<file path="config.mk">
export PLATFORM = sky130hd
export DESIGN_NAME = moore_seq_detector
export DESIGN_NICKNAME = d
export VERILOG_FILES = /design/src/rtl/moore_pkg.sv /design/src/rtl/seq_prefix_match.sv /design/src/rtl/moore_seq_detector.sv
export SDC_FILE = /design/constraint.sdc
export NUM_CORES = 1
export LEC_CHECK = 0
export CORE_MARGIN = 2
export CORE_UTILIZATION = 40
export DETAILED_ROUTE_END_ITERATION = 6
export GPL_ROUTABILITY_DRIVEN = 0
export PLACE_DENSITY = 0.65
export SLEW_MARGIN = 10
export SYNTH_ARGS = -nofsm -noshare
export SYNTH_HDL_FRONTEND = slang
export SYNTH_SLANG_ARGS = --single-unit
export TNS_END_PERCENT = 20
</file>
<file path="constraint.sdc">
create_clock -name clk -period 4.1 [get_ports clk]
set_input_delay 1.025 -clock clk [delete_from_list [all_inputs] [get_ports clk]]
set_output_delay 1.025 -clock clk [all_outputs]
set_load 0.05 [all_outputs]
</file>
<file path="src/rtl/moore_pkg.sv">
// ---------------------------------------------------------------------------
// moore_pkg : shared helpers and defaults for the serial sequence detector
// Revision  : 1.0
// ---------------------------------------------------------------------------
`default_nettype none

package moore_pkg;

    function automatic int clog2(input int n);
        int r;
        r = 0;
        while ((1 << r) < n) r++;
        return r;
    endfunction

    localparam int         c_PAT_W_DEF   = 8;
    localparam int         c_LEN_W_DEF   = clog2(c_PAT_W_DEF + 1);
    localparam logic [7:0] c_RST_PAT_DEF = 8'h0B;
    localparam int         c_RST_LEN_DEF = 4;

    typedef logic [c_LEN_W_DEF-1:0] depth_t;
    typedef logic [c_LEN_W_DEF-1:0] len_t;

endpackage

`default_nettype wire

</file>
<file path="src/rtl/seq_prefix_match.sv">
// ---------------------------------------------------------------------------
// seq_prefix_match : next match depth via longest pattern-prefix / history-suffix
// Revision         : 1.0
// ---------------------------------------------------------------------------
`default_nettype none

module seq_prefix_match #(
    parameter int PAT_W = 8,
    parameter int LEN_W = 4
) (
    input  logic [PAT_W-1:0] hist,
    input  logic             b,
    input  logic [PAT_W-1:0] pat,
    input  logic [LEN_W-1:0] len,
    input  logic [LEN_W-1:0] depth,
    input  logic             ovl,
    output logic [LEN_W-1:0] next_depth
);

    localparam logic [PAT_W:0] c_ONES = {(PAT_W+1){1'b1}};

    logic [PAT_W:0]   w_seq;
    logic [PAT_W:0]   w_pat_x;
    logic [PAT_W:0]   w_mask;
    logic [PAT_W:0]   w_pref;
    logic [LEN_W-1:0] w_next;
    int               w_lim;

    assign w_seq   = {hist, b};
    assign w_pat_x = {1'b0, pat};

    // Shifting the pattern right by len-k leaves its first k bits at the LSBs,
    // lined up against the k most recent bits (newest at bit 0).
    always_comb begin
        w_next = '0;
        w_mask = '0;
        w_pref = '0;
        w_lim  = 0;
        if ((depth == len) && !ovl) begin
            w_pref = w_pat_x >> (int'(len) - 1);
            w_next = (w_pref[0] == b) ? LEN_W'(1) : '0;
        end else begin
            w_lim = int'(depth) + 1;
            if (w_lim > int'(len)) w_lim = int'(len);
            for (int k = 1; k <= PAT_W; k++) begin
                if (k <= w_lim) begin
                    w_mask = ~(c_ONES << k);
                    w_pref = w_pat_x >> (int'(len) - k);
                    if ((w_seq & w_mask) == (w_pref & w_mask)) w_next = LEN_W'(k);
                end
            end
        end
    end

    assign next_depth = w_next;

endmodule

`default_nettype wire

</file>
<file path="src/rtl/moore_seq_detector.sv">
// ---------------------------------------------------------------------------
// moore_seq_detector : programmable Moore serial sequence detector with
//                      saturating match counter
// Revision           : 1.0
// ---------------------------------------------------------------------------
`default_nettype none

module moore_seq_detector
    import moore_pkg::*;
#(
    parameter int             PAT_W   = c_PAT_W_DEF,
    parameter int             CNT_W   = 8,
    parameter logic [PAT_W-1:0] RST_PAT = PAT_W'(c_RST_PAT_DEF),
    parameter int             RST_LEN = c_RST_LEN_DEF,
    localparam int            LEN_W   = clog2(PAT_W + 1)
) (
    input  logic             clk,
    input  logic             rst,
    input  logic             en,
    input  logic             x,
    input  logic             cfg_load,
    input  logic [PAT_W-1:0] cfg_pat,
    input  logic [LEN_W-1:0] cfg_len,
    input  logic             cfg_overlap,
    input  logic             clr_cnt,
    output logic             y,
    output logic [LEN_W-1:0] depth,
    output logic [CNT_W-1:0] match_cnt
);

    localparam logic [LEN_W-1:0] c_MAX_LEN = LEN_W'(PAT_W);
    localparam logic [LEN_W-1:0] c_RST_LEN = LEN_W'(RST_LEN);

    logic [PAT_W-1:0] r_pat;
    logic [LEN_W-1:0] r_len;
    logic             r_ovl;
    logic [PAT_W-1:0] r_hist;
    logic [LEN_W-1:0] r_depth;
    logic             r_y;
    logic [CNT_W-1:0] r_cnt;

    logic [LEN_W-1:0] w_next_depth;
    logic [LEN_W-1:0] w_len_clamped;
    logic             w_accept;
    logic             w_hit;

    assign w_accept = en && !cfg_load;
    assign w_hit    = w_accept && (w_next_depth == r_len);

    always_comb begin
        w_len_clamped = cfg_len;
        if (cfg_len == '0)            w_len_clamped = LEN_W'(1);
        else if (cfg_len > c_MAX_LEN) w_len_clamped = c_MAX_LEN;
    end

    seq_prefix_match #(
        .PAT_W (PAT_W),
        .LEN_W (LEN_W)
    ) u_match (
        .hist       (r_hist),
        .b          (x),
        .pat        (r_pat),
        .len        (r_len),
        .depth      (r_depth),
        .ovl        (r_ovl),
        .next_depth (w_next_depth)
    );

    // Depth is the FSM state; y is registered alongside so it reflects state only.
    always_ff @(posedge clk or posedge rst) begin
        if (rst) begin
            r_pat   <= RST_PAT;
            r_len   <= c_RST_LEN;
            r_ovl   <= 1'b1;
            r_hist  <= '0;
            r_depth <= '0;
            r_y     <= 1'b0;
            r_cnt   <= '0;
        end else begin
            if (cfg_load) begin
                r_pat   <= cfg_pat;
                r_len   <= w_len_clamped;
                r_ovl   <= cfg_overlap;
                r_hist  <= '0;
                r_depth <= '0;
                r_y     <= 1'b0;
            end else if (en) begin
                r_hist  <= {r_hist[PAT_W-2:0], x};
                r_depth <= w_next_depth;
                r_y     <= (w_next_depth == r_len);
            end

            if (clr_cnt)                  r_cnt <= '0;
            else if (w_hit && r_cnt != '1) r_cnt <= r_cnt + 1'b1;
        end
    end

    assign y         = r_y;
    assign depth     = r_depth;
    assign match_cnt = r_cnt;

endmodule

`default_nettype wire

</file>
==> flow_metrics.tcl <==
set metrics [dict create \
    status "complete, no violations" \
    synth.cell_area_um2 4700 \
    grt_use_total_pct 23.2 \
    clockPowerShare_pct 15.9 \
    p_sw_share_pct 42.8 \
    worstSetupPathType "flop to flop" \
    final_cell_area_um2 5970 \
    ir_worst_vdd_mv 0.326 \
    longest_clk_path_bufs 2 \
    grt_pass1_vias 4566 \
    regToRegSetupSlack_ns 0.06 \
    dr_pass1_iterations 5 \
    path_cells "ha_4, xor2_1, ha_1, a41o_1, nand3_1, mux2i_1, o2111ai_2, o32ai_4, and2b_1, o31ai_1, and2_1, or4_1, mux2_1" \
    worst_ep_arrival_time_ns 4.19 \
    leakage_component_of_the_power_nw 2.27 \
    clock-skew-final_ns 0.00600 \
    pin_count_of_the_biggest_net_entering_global_routing 38 \
    clockRootBuffer "clkbuf_16" \
    initial_core_utilization_pct 41.1 \
    dominant_cell_by_count_in_the_synthesized_netlist "nor2_1" \
    die_h_um 112 \
    synth_async_sr_flop_share_pct 100 \
    required_ns 4.26 \
    numClockSinks 33 \
    period_utilization_pct 98.5 \
    post-dp-hpwl_mm 11.1 \
    final_period_minus_worst_setup_slack_ns 4.04 \
    drcViolationCount 0 \
    tritoncts.num_buffers 5 \
    h-tree-depth 2 \
    holdCritPathClass "flop to flop" \
    insertedDiodeCount 0 \
    port_buffers 31 \
    cp-end-kind "flop" \
    wl_per_cell_um 19.9 \
    grt_antenna_before_repair 0 \
    yosys.cell_types.count 81 \
    synth.top_cell.area_share_pct 14.9 \
    seq_area_frac_synth_pct 17.7 \
    netlist_top_cells_area "dfrtp_1 15%, mux2i_1 7.2%, mux4_2 7.2%, xnor2_1 4.5%, mux2_2 4.3%" \
    fin_util_pct 52.3 \
    timing.hold.ws_ns 0.513 \
    slowest_stage "or4_1" \
    power_switching_mw 1.17 \
    syn_area_cell_um2 8.54 \
    crit_path_start "depth[1]" \
    initialDrtViolationCount 388 \
    drive_above_1_share_pct 28.8 \
    post_synth_inst_count 550 \
    cpLargestDelayFamily "compound AO/OA/AOI/OAI gates" \
    timing.rr.start "depth[1]" \
    slew_headroom_pct 56.2 \
    synthTopCellsByCount "49 x nor2_1, 34 x mux2i_1, 32 x nand2_1" \
    gr-total-overflow 0 \
    boundary_pins 32 \
    layout-area-overhead-vs-synth_pct 27.1 \
    net_count_after_synthesis 584 \
    number_of_nets_with_antenna_violations_after_detailed_routing 0 \
    vias 4848 \
    fp-row-count 39 \
    first_pass_grt_wire_length_mm 23.6 \
    area_of_the_die_um2 12600 \
    crit_buf_inv 0 \
    path_max_fanout 6 \
    main_synth_ff_type "dfrtp_1" \
    seqPwrFrac_pct 15.6 \
    routed_wl_mm 15.1 \
    worst-slew-pin-transition_ns 0.656 \
    synth.largest_area_cell "dfrtp_1" \
    critical_path_s_largest_stage_delay_ns 0.47 \
    synth_seq_cells 33 \
    hold_violations 0 \
    critical_path.startpoint_type "flop" \
    synth-edff-count 0 \
    postPlaceCellArea_um2 5420 \
    internal_power_mw 1.57 \
    hold_start "y" \
    route.detailed.vias_per_inst 6.37 \
    power.combinational.fraction_pct 68.4 \
    cap_viol_max_count 0 \
    path_clk_slew_ns 0.05 \
    clock_insertion_delay_worst_skew_ns 0.28 \
    final.setup.worst_slack_ns 0.0622 \
    finish.net_count 651 \
    fmax_mhz 248 \
    number_of_pins_exceeding_their_max_slew_limit_in_the_final_report 0 \
    placeableCoreArea_um2 11400 \
    floorplan.die.width_um 112 \
    cts_hold_buf 0 \
    layout.filler_cells 1026 \
    power_after_layout_mw 2.74 \
    pwr_density_cell_nw_per_um2 459 \
    tritoncts "yes" \
    place_ws_ns -0.223 \
    ys.warnings.count 0 \
    setup_viol 0 \
]
==> final timing paths <==
kind	end	cells after the start
max in group asynchronous	r_pat[1]	3
setup / recovery	match_cnt[7]	13
hold / removal	y	1
setup reg to reg	match_cnt[7]	13
min in group asynchronous	match_cnt[2]	2
hold reg to reg	y	1
==> registers in the layout (all words and copies together), names as in the netlist <==
| name | count |
|---|---|
| depth | 4 |
| match_cnt | 8 |
| r_hist | 7 |
| r_len | 4 |
| r_ovl | 1 |
| r_pat | 8 |
| y | 1 |
==> through the flow <==
stage          TNS, ns  instances
2_1_floorplan        0        550
6_report             0        761
4_1_cts              0        743
5_1_grt         -0.333        761
3_5_place_dp    -0.857        735
3_3_place_gp    -0.464        735
==> metal layers <==
| metal | GRT usage [%] | vias to the layer above | share of wire (%) |
|---|---|---|---|
| li1 | - | 2215 | - |
| met1 | 32.2 | 2364 | 43 |
| met2 | 37.9 | 227 | 47 |
| met3 | 2.65 | 42 | 7.0 |
| met4 | 7.56 | 0 | 2.8 |
| met5 | 0 | - | 0 |
==> placed cells by master, fill, tap and decap left out, types with 7 or more instances in the layout <==
cell type and count:
dfrtp_1 22, o21ai_0 12, nor2_1 49, nand2_1 32
nand3_1 18, mux4_2 15, nor2b_1 12, a21oi_1 13
o22ai_1 8, inv_1 7, mux2i_1 33, ha_1 10
buf_4 68, o211ai_1 10, a31oi_1 7, xnor2_1 21
mux2_2 18, xor2_1 8, clkdlybuf4s50_1 31, nand2b_1 19
nor3b_1 8, nor3_1 18
==> worst reg2reg max path: stages (launching register included) <==
cell and delay, ns:
dfrtp_2 0.46, ha_4 0.18, xor2_1 0.21, ha_1 0.34, a41o_1 0.34, nand3_1 0.17
mux2i_1 0.32, o2111ai_2 0.24, o32ai_4 0.40, and2b_1 0.18, o31ai_1 0.10, and2_1 0.19
or4_1 0.47, mux2_1 0.32
==> cells by family (layout without fill, tap and decap cells) <==
| logic type | Yosys count | after routing | synth area share (%) |
|---|---|---|---|
| multiplexers | 71 | 71 | 19.8 |
| adder cells (fa/ha/maj) | 15 | 15 | 3.99 |
| AND/OR/NAND/NOR | 217 | 217 | 25.2 |
| buffers and inverters | 57 | 125 | 6.45 |
| AO/OA/AOI/OAI | 122 | 122 | 20.0 |
| flip-flops | 33 | 33 | 17.7 |
| XOR/XNOR | 35 | 35 | 6.84 |
==> power by group through the flow <==
stage	combinational (mW)	clock, mW	sequential (mW)
detailed placement	1.62	0	0.423
finish	1.88	0.436	0.429
global route	2.01	0.459	0.434
global placement	1.59	0	0.421
CTS	1.64	0.443	0.418
floorplan	1.05	0	0.461
==> what timing repair did <==
action                                 in CTS  in global routing
pin swaps                                   0                  8
setup endpoints to repair                   2                  9
resized for setup                           1                 39
endpoints found under the hold margin       0                  0
setup buffers                               0                 18
==> final cells by class <==
type,instances,area [µm²],share of cell area [%]
clock buffers,6,139,2.33
repair buffers,105,907,15.2
clock inverters,2,37.5,0.629
inverters,12,47.5,0.796
multi-input cells,460,3820,64.0
well taps,143,179,3.00
flip-flops and latches,33,840,14.1
(Power assumes the default switching activity.)
